==> config.mk <==
export PLATFORM = sky130hd
export DESIGN_NAME = probe_trigger_controller_flat
export DESIGN_NICKNAME = d
export VERILOG_FILES = /design/src/rtl/probe_trigger_controller_if.sv /design/src/rtl/probe_trigger_controller.sv /design/src/flat_wrapper.sv
export SDC_FILE = /design/constraint.sdc
export NUM_CORES = 1
export LEC_CHECK = 0
export CAP_MARGIN = 10
export CORE_MARGIN = 1
export CORE_UTILIZATION = 50
export CTS_CLUSTER_DIAMETER = 120
export DETAILED_ROUTE_END_ITERATION = 16
export GPL_TIMING_DRIVEN = 0
export PLACE_DENSITY = 0.93
export SYNTH_ARGS = -nofsm -noshare
export SYNTH_HDL_FRONTEND = slang
export SYNTH_SLANG_ARGS = --single-unit
==> constraint.sdc <==
create_clock -name clk -period 2.81 [get_ports clk]
set_clock_uncertainty 0.1 [all_clocks]
set_input_delay 0.562 -clock clk [delete_from_list [all_inputs] [get_ports clk]]
set_output_delay 0.562 -clock clk [all_outputs]
set_load 0.02 [all_outputs]
==> src/rtl/probe_trigger_controller_if.sv <==
// Purpose: bundles the probe controller's control inputs and probe-facing outputs.
// Latency: none (wires only).
// Backpressure: none; all signals are plain levels/pulses, no handshake.
// Ports: master = board/control side (drives arm/abort/config/dataIn),
//        slave  = controller side (drives start/sample/armed/capturing/done).
interface probe_trigger_controller_if #(
  parameter int LOG2_OF_NUMBER_OF_CHANNELS = 2,
  parameter int DIVIDER_WIDTH              = 22,
  parameter int TIMEOUT_WIDTH              = 16
);
  localparam int NCH = 2 ** LOG2_OF_NUMBER_OF_CHANNELS;

  logic                     arm;
  logic                     abort;
  logic [DIVIDER_WIDTH-1:0] divider;
  logic [NCH-1:0]           dataIn;
  logic [NCH-1:0]           triggerMask;
  logic [NCH-1:0]           triggerValue;
  logic                     edgeMode;
  logic [TIMEOUT_WIDTH-1:0] timeout;
  logic                     start;
  logic                     sample;
  logic                     armed;
  logic                     capturing;
  logic                     done;

  modport master (
    output arm, abort, divider, dataIn, triggerMask, triggerValue, edgeMode, timeout,
    input  start, sample, armed, capturing, done
  );

  modport slave (
    input  arm, abort, divider, dataIn, triggerMask, triggerValue, edgeMode, timeout,
    output start, sample, armed, capturing, done
  );
endinterface

==> src/rtl/probe_trigger_controller.sv <==
// Purpose: logic-analyzer probe sequencer: sample-rate divider, arm, mask/value trigger, one-buffer capture gate.
// Latency: trigger tick at cycle T -> start at T+1; sample is the same-cycle gate of the registered tick.
// Backpressure: none; abort wins over everything and forces start/sample low in its own cycle.
// Ports: clk, resetN (async active-low); bus (slave modport) carries arm/abort pulses, divider,
//        dataIn/triggerMask/triggerValue/edgeMode, timeout, and outputs start/sample/armed/capturing/done.
// Optional: define PROBE_TRIGGER_TIMEOUT_EN to auto-fire after 'timeout' ticks in ARMED (0 disables).
module probe_trigger_controller #(
  parameter int LOG2_OF_NUMBER_OF_CHANNELS = 2,
  parameter int LOG2_OF_NUMBER_OF_SAMPLES  = 12,
  parameter int DIVIDER_WIDTH              = 22,
  parameter int TIMEOUT_WIDTH              = 16
) (
  input logic                          clk,
  input logic                          resetN,
  probe_trigger_controller_if.slave    bus
);
  localparam int NCH = 2 ** LOG2_OF_NUMBER_OF_CHANNELS;

  typedef enum logic [1:0] {S_IDLE, S_ARMED, S_CAPTURE, S_DONE} state_t;

  state_t                           state, state_nxt;
  logic [DIVIDER_WIDTH-1:0]         div_cnt;
  logic                             tick;
  logic                             prev_match, prev_match_nxt;
  logic [LOG2_OF_NUMBER_OF_SAMPLES-1:0] smp_cnt, smp_cnt_nxt;
  logic                             start_q, start_nxt;
  logic                             armed_q, capturing_q, done_q;
  logic [NCH-1:0]                   mismatch;
  logic                             match;
  logic                             fire;
  logic                             fwd;
  logic                             force_fire;

  // Divider: tick is registered, so it lands one cycle after the counter hits
  // 'divider'. Lowering divider below the running count lets the counter wrap
  // through its maximum; that is accepted behaviour.
  always_ff @(posedge clk or negedge resetN) begin
    if (!resetN) begin
      div_cnt <= '0;
      tick    <= 1'b0;
    end else begin
      tick <= (div_cnt == bus.divider);
      if (div_cnt == bus.divider) div_cnt <= '0;
      else                        div_cnt <= div_cnt + DIVIDER_WIDTH'(1);
    end
  end

  // Channels with mask 0 never disqualify a match; all-zero mask always matches.
  assign mismatch = (bus.dataIn ^ bus.triggerValue) & bus.triggerMask;
  assign match    = (mismatch == '0);

  // A strobe is forwarded only while capturing and never in an abort cycle.
  assign fwd = tick && (state == S_CAPTURE) && !bus.abort;

`ifdef PROBE_TRIGGER_TIMEOUT_EN
  logic [TIMEOUT_WIDTH-1:0] to_cnt;

  // Counter sits at zero outside ARMED, so it is already clear on entry.
  always_ff @(posedge clk or negedge resetN) begin
    if (!resetN)                   to_cnt <= '0;
    else if (state != S_ARMED)     to_cnt <= '0;
    else if (tick)                 to_cnt <= to_cnt + TIMEOUT_WIDTH'(1);
  end

  assign force_fire = (state == S_ARMED) && tick && (bus.timeout != '0) &&
                      ((to_cnt + TIMEOUT_WIDTH'(1)) == bus.timeout);
`else
  logic [TIMEOUT_WIDTH-1:0] unused_timeout;
  assign unused_timeout = bus.timeout;
  assign force_fire     = 1'b0;
`endif

  always_comb begin
    state_nxt      = state;
    prev_match_nxt = prev_match;
    smp_cnt_nxt    = smp_cnt;
    start_nxt      = 1'b0;
    fire           = 1'b0;
    case (state)
      S_IDLE: begin
        if (bus.arm) begin
          state_nxt      = S_ARMED;
          prev_match_nxt = 1'b1;  // an already-matching input must not edge-fire
        end
      end
      S_ARMED: begin
        if (tick) begin
          fire           = bus.edgeMode ? (match && !prev_match) : match;
          prev_match_nxt = match;
        end
        // The firing tick itself is consumed here and not forwarded to sample.
        if (fire || force_fire) begin
          state_nxt   = S_CAPTURE;
          start_nxt   = 1'b1;
          smp_cnt_nxt = '0;
        end
      end
      S_CAPTURE: begin
        if (fwd) begin
          smp_cnt_nxt = smp_cnt + 1'b1;
          if (smp_cnt == '1) state_nxt = S_DONE;
        end
      end
      S_DONE: begin
        if (bus.arm) begin
          state_nxt      = S_ARMED;
          prev_match_nxt = 1'b1;
        end
      end
      default: state_nxt = S_IDLE;
    endcase
    if (bus.abort) begin
      state_nxt = S_IDLE;
      start_nxt = 1'b0;
    end
  end

  always_ff @(posedge clk or negedge resetN) begin
    if (!resetN) begin
      state       <= S_IDLE;
      prev_match  <= 1'b1;
      smp_cnt     <= '0;
      start_q     <= 1'b0;
      armed_q     <= 1'b0;
      capturing_q <= 1'b0;
      done_q      <= 1'b0;
    end else begin
      state       <= state_nxt;
      prev_match  <= prev_match_nxt;
      smp_cnt     <= smp_cnt_nxt;
      start_q     <= start_nxt;
      armed_q     <= (state_nxt == S_ARMED);
      capturing_q <= (state_nxt == S_CAPTURE);
      done_q      <= (state_nxt == S_DONE);
    end
  end

  assign bus.start     = start_q && !bus.abort;
  assign bus.sample    = fwd;
  assign bus.armed     = armed_q;
  assign bus.capturing = capturing_q;
  assign bus.done      = done_q;
endmodule

==> src/flat_wrapper.sv <==
// flat-port wrapper written by rule: the top's interface ports become plain ports
module probe_trigger_controller_flat 
#(
  parameter int LOG2_OF_NUMBER_OF_CHANNELS = 2,
  parameter int LOG2_OF_NUMBER_OF_SAMPLES  = 12,
  parameter int DIVIDER_WIDTH              = 22,
  parameter int TIMEOUT_WIDTH              = 16
)
  (clk, resetN, bus_arm, bus_abort, bus_divider, bus_dataIn, bus_triggerMask, bus_triggerValue, bus_edgeMode, bus_timeout, bus_start, bus_sample, bus_armed, bus_capturing, bus_done);
  probe_trigger_controller_if #(.LOG2_OF_NUMBER_OF_CHANNELS(LOG2_OF_NUMBER_OF_CHANNELS), .DIVIDER_WIDTH(DIVIDER_WIDTH), .TIMEOUT_WIDTH(TIMEOUT_WIDTH)) bus_i ();
  input logic clk;
  input logic resetN;
  input wire logic [$bits(bus_i.arm)-1:0] bus_arm;
  input wire logic [$bits(bus_i.abort)-1:0] bus_abort;
  input wire logic [$bits(bus_i.divider)-1:0] bus_divider;
  input wire logic [$bits(bus_i.dataIn)-1:0] bus_dataIn;
  input wire logic [$bits(bus_i.triggerMask)-1:0] bus_triggerMask;
  input wire logic [$bits(bus_i.triggerValue)-1:0] bus_triggerValue;
  input wire logic [$bits(bus_i.edgeMode)-1:0] bus_edgeMode;
  input wire logic [$bits(bus_i.timeout)-1:0] bus_timeout;
  output wire logic [$bits(bus_i.start)-1:0] bus_start;
  output wire logic [$bits(bus_i.sample)-1:0] bus_sample;
  output wire logic [$bits(bus_i.armed)-1:0] bus_armed;
  output wire logic [$bits(bus_i.capturing)-1:0] bus_capturing;
  output wire logic [$bits(bus_i.done)-1:0] bus_done;
  assign bus_i.arm = bus_arm;
  assign bus_i.abort = bus_abort;
  assign bus_i.divider = bus_divider;
  assign bus_i.dataIn = bus_dataIn;
  assign bus_i.triggerMask = bus_triggerMask;
  assign bus_i.triggerValue = bus_triggerValue;
  assign bus_i.edgeMode = bus_edgeMode;
  assign bus_i.timeout = bus_timeout;
  assign bus_start = bus_i.start;
  assign bus_sample = bus_i.sample;
  assign bus_armed = bus_i.armed;
  assign bus_capturing = bus_i.capturing;
  assign bus_done = bus_i.done;
  probe_trigger_controller #(.LOG2_OF_NUMBER_OF_CHANNELS(LOG2_OF_NUMBER_OF_CHANNELS), .LOG2_OF_NUMBER_OF_SAMPLES(LOG2_OF_NUMBER_OF_SAMPLES), .DIVIDER_WIDTH(DIVIDER_WIDTH), .TIMEOUT_WIDTH(TIMEOUT_WIDTH)) u_core (.clk(clk), .resetN(resetN), .bus(bus_i));
endmodule
==> impl_metrics.env, run 1 <==
export IMPL_whs_endpoint="u_core.div_cnt[0]$_DFF_PN0_"
export IMPL_worstSetupStartpointType="input port"
export IMPL_cp_end_kind="flip-flop"
export IMPL_antenna_found_initial=0
export IMPL_clk_pin_slew_ns=0.08
export IMPL_worstHoldPathCells=1
export IMPL_min_from="u_core.div_cnt[0]$_DFF_PN0_"
export IMPL_synth_cell_types=44
export IMPL_whs_ns=0.4131
export IMPL_avgSynthCellArea_sq_um=9.213
export IMPL_slew_viol_final=0
export IMPL_die_h_microns=72.14
export IMPL_async_flop_share_pct=100.0
export IMPL_max_vdd_ir_drop_v=0.0003602
export IMPL_fin_crit_ns=2.550
export IMPL_post_cts_buffers=0
export IMPL_layoutNonFillerInstCount=387
export IMPL_cp_slowest_cell="nor3_1"
export IMPL_gp_congestion=0.8648
export IMPL_crit_type="input port to flip-flop"
export IMPL_rsz0062_at_grt="no"
export IMPL_port_buffers=43
export IMPL_syn_to_final_growth_pct=25.38
export IMPL_start_util_pct=52.08
export IMPL_cp_max_fo=7
export IMPL_reg2reg_from="u_core.div_cnt[5]$_DFF_PN0_"
export IMPL_synth_seq_cells=42
export IMPL_seq_area_frac_synth_pct=42.78
export IMPL_viasPerCell=5.690
export IMPL_wl_per_cell_microns=14.59
export IMPL_die_w_microns=72.14
export IMPL_ant_nets=0
export IMPL_syn_nets=328
export IMPL_drt_iter0_markers=179
export IMPL_slew_headroom_pct=45.26
export IMPL_io_pins=60
export IMPL_clock_path_buffers=2
export IMPL_hp_class="flip-flop to flip-flop"
export IMPL_post_place_cells=378
export IMPL_yosys_warnings=0
export IMPL_status="complete, no violations"
export IMPL_tightest_slew_ns=0.8148
export IMPL_syn_area_sq_um=2460
export IMPL_synth_main_ff_cell="dfrtp_1"
export IMPL_core_area_sq_um=4723
export IMPL_cts_buffers_inserted=5
export IMPL_worstPathCellList="clkdlybuf4s50_1 -> xor2_1 -> a22o_1 -> o31a_1 -> nor3_1 -> nor3b_1"
export IMPL_hold_violations=0
export IMPL_post_dp_hpwl_mm=4.125
export IMPL_grt_pass1_wl_mm=9.487
export IMPL_drt_wl_total_mm=5.645
export IMPL_cts_num_sinks=42
export IMPL_finalNetCount=380
export IMPL_cp_slowest_stage_delay_ns=0.66
export IMPL_drc=0
export IMPL_p_leak_nw=1.243
export IMPL_track_usage_pct=23.48
export IMPL_r2r_end="u_core.div_cnt[10]$_DFF_PN0_"
export IMPL_grt_pass1_vias=2087
export IMPL_setup_violations=0
export IMPL_timing_reg2reg_worst_path_depth=7
export IMPL_layout_worst_path_cycle_share_pct=90.75
export IMPL_globalRouteOverflowTotal=0
export IMPL_syn_inst=267
export IMPL_route_vias_total=2202
export IMPL_drive_gt1_share_pct=4.375
export IMPL_drtPass1Iterations=5
export IMPL_worst_ep_required_time_ns=2.86
export IMPL_rows=25
export IMPL_cap_violations=0
export IMPL_worstSkewPairLatency_ns=0.30
export IMPL_insertedDiodeCount=0
export IMPL_cp_arrival_ns=2.60
export IMPL_cts_root_buf="clkbuf_8"
export IMPL_synth_edf_count=0
export IMPL_dieArea_sq_um=5204
export IMPL_grt_max_degree=42
export IMPL_h_tree_depth=2
export IMPL_tritoncts="yes"
export IMPL_r2r_slack_ns=0.47
export IMPL_p_per_area_nw_per_um2=525.6
export IMPL_fmax_mhz=392.1
==> cell type report <==
class	count	area, sq um
plain buffers	8	31.28
clock buffers	6	72.57
clock inverters	2	10.01
fillers	350	1639
inverters	11	41.29
multi-input cells	206	1335
flip-flops and latches	42	1052
well taps	67	83.83
repair buffers	45	457.9
==> flip-flops by register name, indices dropped and copies added, names as in the netlist <==
name / flops
u_core.div_cnt: 22
u_core.smp_cnt: 12
u_core.state: 2
u_core.bus.armed: 1
u_core.bus.capturing: 1
u_core.bus.done: 1
u_core.prev_match: 1
u_core.start_q: 1
u_core.tick: 1
==> cells in the mapped netlist, types with 2 or more instances <==
cell type  number  share of area [%]
o31ai_1         3               0.92
nor2_1         38                5.8
and4_1          3                1.1
o311ai_1        2               0.71
o21ai_0         7                1.4
a22o_1          2               0.71
a21oi_1         7                1.4
and3_1          2               0.51
nand2b_1        3               0.76
o211ai_1        2               0.61
nor3b_1         4                1.2
xnor2_1        24                8.5
dfrtp_1        41                 42
nor3_1          9                1.8
and2_1          2               0.51
ha_1            6                3.1
clkbuf_1        7                1.1
xor2_1         22                7.8
nand4_1         7                1.8
nand3_1        14                2.8
nand2_1        17                2.6
nor4_1          5                1.3
o41ai_1         3                1.1
inv_1          11                1.7
a21o_1          2               0.61
or4_1           3               0.92
nor2b_1         4                1.0
==> worst max-delay path, delay by kind of cell <==
kind | cells | cell delay, ns
and+or+nand+nor | 2 | 0.78
buffers and inverters | 1 | 0.41
xor gates and xnor gates | 1 | 0.16
AOI/OAI and AO/OA | 2 | 0.68
==> cells in the final DEF (no fill, tap or decap), types with 3 or more instances in the layout <==
| cell | count |
|---|---|
| a21oi_1 | 7 |
| and4_1 | 3 |
| clkbuf_1 | 8 |
| clkbuf_8 | 5 |
| clkdlybuf4s50_1 | 41 |
| dfrtp_1 | 41 |
| ha_1 | 6 |
| inv_1 | 11 |
| nand2_1 | 17 |
| nand2b_1 | 3 |
| nand3_1 | 14 |
| nand4_1 | 7 |
| nor2_1 | 38 |
| nor2b_1 | 4 |
| nor3_1 | 9 |
| nor3b_1 | 4 |
| nor4_1 | 5 |
| o21ai_0 | 7 |
| o31ai_1 | 3 |
| o41ai_1 | 3 |
| or4_1 | 3 |
| xnor2_1 | 24 |
| xor2_1 | 22 |
==> metrics by stage <==
stage	TNS (ns)	util [%]	area [sq um]	power [W]	worst slack, ns
after floorplan	0	-	2460	0.001043	0.6722
after global placement	0	62.97	2974	0.001210	0.02782
after detailed placement	-0.1398	63.28	2989	0.001242	-0.04140
after CTS	0	65.25	3082	0.001619	0.01573
after global routing	0	65.30	3084	0.001712	0.1365
final	0	65.30	3084	0.001621	0.2599
==> repair_timing <==
action | CTS | global route
hold endpoints to repair | 1 | 0
gates resized for setup | 0 | 1
endpoints found under the setup margin | 0 | 1
hold buffers | 1 | 0
==> kinds of logic (layout without fill, tap and decap cells) <==
family / count (synthesis) / count (layout) / share of synthesized area, %
buffers and inverters: 19 / 72 / 2.950
XOR/XNOR: 46 / 46 / 16.38
flip-flops: 42 / 42 / 42.78
AO/OA/AOI/OAI: 37 / 37 / 10.68
AND/OR/NAND/NOR: 117 / 117 / 24.16
adder cells (fa/ha/maj): 6 / 6 / 3.052
==> routing by layer <==
metal	up-vias	share of wire, %	wire length, microns	global-route usage [%]
met5	-	0	0	0
met4	0	2.6	146	9.586
met3	17	3.4	190	4.028
met2	65	49	2775	38.42
met1	1086	45	2532	31.01
li1	1034	-	-	-
==> worst max-delay path by stage <==
stage	start	end	slack [ns]	depth (start not counted)
6_report	bus_triggerValue[3]	u_core.smp_cnt[5]$_DFFE_PN0P_	0.26	6
5_1_grt	bus_abort	u_core.smp_cnt[5]$_DFFE_PN0P_	0.14	6
4_1_cts	bus_abort	bus_sample	0.02	4
3_5_place_dp	bus_triggerValue[3]	u_core.smp_cnt[5]$_DFFE_PN0P_	-0.04	6
3_3_place_gp	bus_abort	bus_sample	0.03	4
2_1_floorplan	bus_triggerValue[3]	u_core.smp_cnt[11]$_DFFE_PN0P_	0.67	6
==> power breakdown <==
part	internal (W)	switching [W]
sequential	0.000659	0.0000442
clock	0.000172	0.000207
combinational	0.000223	0.000315
(Power assumes the default switching activity.)
==> run 2: changes to the inputs <==
--- a/config.mk
+++ b/config.mk
@@ -6,12 +6,13 @@
 export NUM_CORES = 1
 export LEC_CHECK = 0
 export CAP_MARGIN = 10
+export CELL_PAD_IN_SITES_DETAIL_PLACEMENT = 1
+export CELL_PAD_IN_SITES_GLOBAL_PLACEMENT = 1
 export CORE_MARGIN = 1
-export CORE_UTILIZATION = 50
+export CORE_UTILIZATION = 37
 export CTS_CLUSTER_DIAMETER = 120
 export DETAILED_ROUTE_END_ITERATION = 16
-export GPL_TIMING_DRIVEN = 0
-export PLACE_DENSITY = 0.93
+export PLACE_DENSITY = 0.92
 export SYNTH_ARGS = -nofsm -noshare
 export SYNTH_HDL_FRONTEND = slang
 export SYNTH_SLANG_ARGS = --single-unit
==> run 2 against run 1 <==
Global-route usage down 3.6 points. Non-clock buffer count is 4 lower. Setup slack lost 0.19 ns. Maximum frequency down 6.9%. Sequential power barely moved. Clock-buffer cell count is the same. Critical endpoint is now bus_sample. Largest cell class unchanged.
==> impl_metrics.env, run 2 (synthesized netlist as in run 1, its figures left out) <==
export IMPL_status="complete, no violations"
export IMPL_wl_per_cell_microns=16.06
export IMPL_drt_iter0_markers=131
export IMPL_grt_util_met2_pct=35.69
export IMPL_grt_max_degree=43
export IMPL_post_dp_hpwl_mm=4.746
export IMPL_port_buffers=43
export IMPL_fin_crit_ns=2.740
export IMPL_drtPass1Iterations=4
export IMPL_final_cell_mix="clkdlybuf4s50_1 (42), dfrtp_1 (41), nor2_1 (38), xnor2_1 (24), xor2_1 (22)"
export IMPL_reg_top3="u_core.div_cnt: 22 flops, u_core.smp_cnt: 12 flops, u_core.state: 2 flops"
export IMPL_pwr_share_clk_pct=28.1
export IMPL_globalRouteOverflowTotal=0
export IMPL_tightest_slew_ns=0.9842
export IMPL_start_util_pct=38.52
export IMPL_ant_nets=0
export IMPL_cts_resized=0
export IMPL_largest_register="u_core.div_cnt"
export IMPL_hold_violations=0
export IMPL_drive_gt1_share_pct=5.696
export IMPL_grt_pass1_vias=2329
export IMPL_p_switching_w=0.0005922
export IMPL_setup_violations=0
export IMPL_p_per_area_nw_per_um2=564.6
export IMPL_clk_pin_slew_ns=0.08
export IMPL_max_vdd_ir_drop_v=0.0002790
export IMPL_p_int_w=0.001161
export IMPL_slew_viol_final=0
export IMPL_busiest_layer="met2"
export IMPL_worstSetupStartpointType="input port"
export IMPL_finalNetCount=376
export IMPL_cap_violations=0
export IMPL_dieArea_sq_um=6978
export IMPL_io_pins=60
export IMPL_rsz0062_at_grt="no"
export IMPL_worstSkewPairLatency_ns=0.30
export IMPL_cp_max_fo=3
export IMPL_route_vias_total=2147
export IMPL_switching_share_pct=33.77
export IMPL_clock_path_buffers=2
export IMPL_rows=29
export IMPL_drt_wl_total_mm=6.313
export IMPL_drc=0
export IMPL_cts_buffers_inserted=5
export IMPL_viasPerCell=5.463
export IMPL_tns_ns=0
export IMPL_p_seq_share_pct=40.3
export IMPL_cp_end_kind="output pin"
export IMPL_p_leak_nw=1.235
export IMPL_hp_class="input port to async pin"
export IMPL_pwr_share_comb_pct=31.6
export IMPL_tritoncts="yes"
export IMPL_fmax_mhz=364.9
export IMPL_layout_worst_path_cycle_share_pct=97.52
export IMPL_cts_num_sinks=42
export IMPL_mostFrequentLayoutCell="clkdlybuf4s50_1"
export IMPL_cts_root_buf="clkbuf_8"
export IMPL_track_usage_pct=19.89
export IMPL_h_tree_depth=2
export IMPL_hold_buffers=0
export IMPL_die_w_microns=83.54
export IMPL_core_area_sq_um=6386
export IMPL_met3_usage_pct=2.868
export IMPL_whs_ns=0.3148
export IMPL_worst_ep_required_time_ns=2.15
export IMPL_largest_register_ffs=22
export IMPL_crit_type="input port to output pin"
export IMPL_slew_headroom_pct=34.39
export IMPL_antenna_found_initial=0
export IMPL_gp_congestion=0.7678
export IMPL_insertedDiodeCount=0
export IMPL_syn_to_final_growth_pct=26.25
export IMPL_die_h_microns=83.54
export IMPL_cp_arrival_ns=2.08
export IMPL_use_met1_pct=24.92
export IMPL_grt_pass1_wl_mm=11.16
export IMPL_post_cts_buffers=0
[run 2: final cells by class]
type | instances | area [sq um]
sequential | 42 | 1052
multi-input combinational | 206 | 1335
inverter | 11 | 41.29
clock inverter | 2 | 37.54
timing repair buffer | 49 | 470.5
clock buffer | 6 | 72.57
tap | 77 | 96.34
fill | 747 | 3281
[run 2: power groups by stage]
stage	sequential, W	clock (W)	combinational [W]
2_1_floorplan	0.000722	0	0.000321
3_3_place_gp	0.000715	0	0.000526
3_5_place_dp	0.000718	0	0.000557
4_1_cts	0.000708	0.000505	0.000560
5_1_grt	0.000716	0.000527	0.000611
6_report	0.000707	0.000492	0.000554
[run 2: path summary, 6_finish.rpt]
| check | slack [ns] | cells past startpoint | end | from |
|---|---|---|---|---|
| setup reg to reg | 0.57 | 6 | u_core.smp_cnt[7]$_DFFE_PN0P_ | u_core.state[0]$_DFF_PN0_ |
| max in group asynchronous | 1.69 | 1 | u_core.smp_cnt[1]$_DFFE_PN0P_ | resetN |
| hold / removal | 0.31 | 1 | u_core.smp_cnt[8]$_DFFE_PN0P_ | resetN |
| hold reg to reg | 0.41 | 1 | u_core.div_cnt[0]$_DFF_PN0_ | u_core.div_cnt[0]$_DFF_PN0_ |
| setup / recovery | 0.07 | 4 | bus_sample | bus_abort |
| min in group clk | 0.41 | 1 | u_core.div_cnt[0]$_DFF_PN0_ | u_core.div_cnt[0]$_DFF_PN0_ |
[run 2: critical path, cell delays in order]
cell	delay [ns]
clkdlybuf4s50_1	0.43
nand2b_1	0.20
nor2_1	0.23
clkdlybuf4s50_1	0.66
[run 2: per-stage QoR]
step | setup WS, ns | total power, W | area, sq um | util, % | std cells
4_1_cts | 0.1051 | 0.001773 | 3105 | 48.63 | 393
3_3_place_gp | 0.1087 | 0.001240 | 2995 | 46.90 | 385
5_1_grt | 0.04432 | 0.001854 | 3105 | 48.63 | 393
6_report | 0.06973 | 0.001753 | 3105 | 48.63 | 393
2_1_floorplan | 0.6722 | 0.001043 | 2460 | - | 267
3_5_place_dp | 0.03945 | 0.001275 | 2995 | 46.90 | 385
[run 2: routing by layer]
metal / routed length [microns] / vias up
li1: - / 1034
met1: 2740 / 1054
met2: 3294 / 53
met3: 190 / 6
met4: 87 / 0
met5: 0 / -
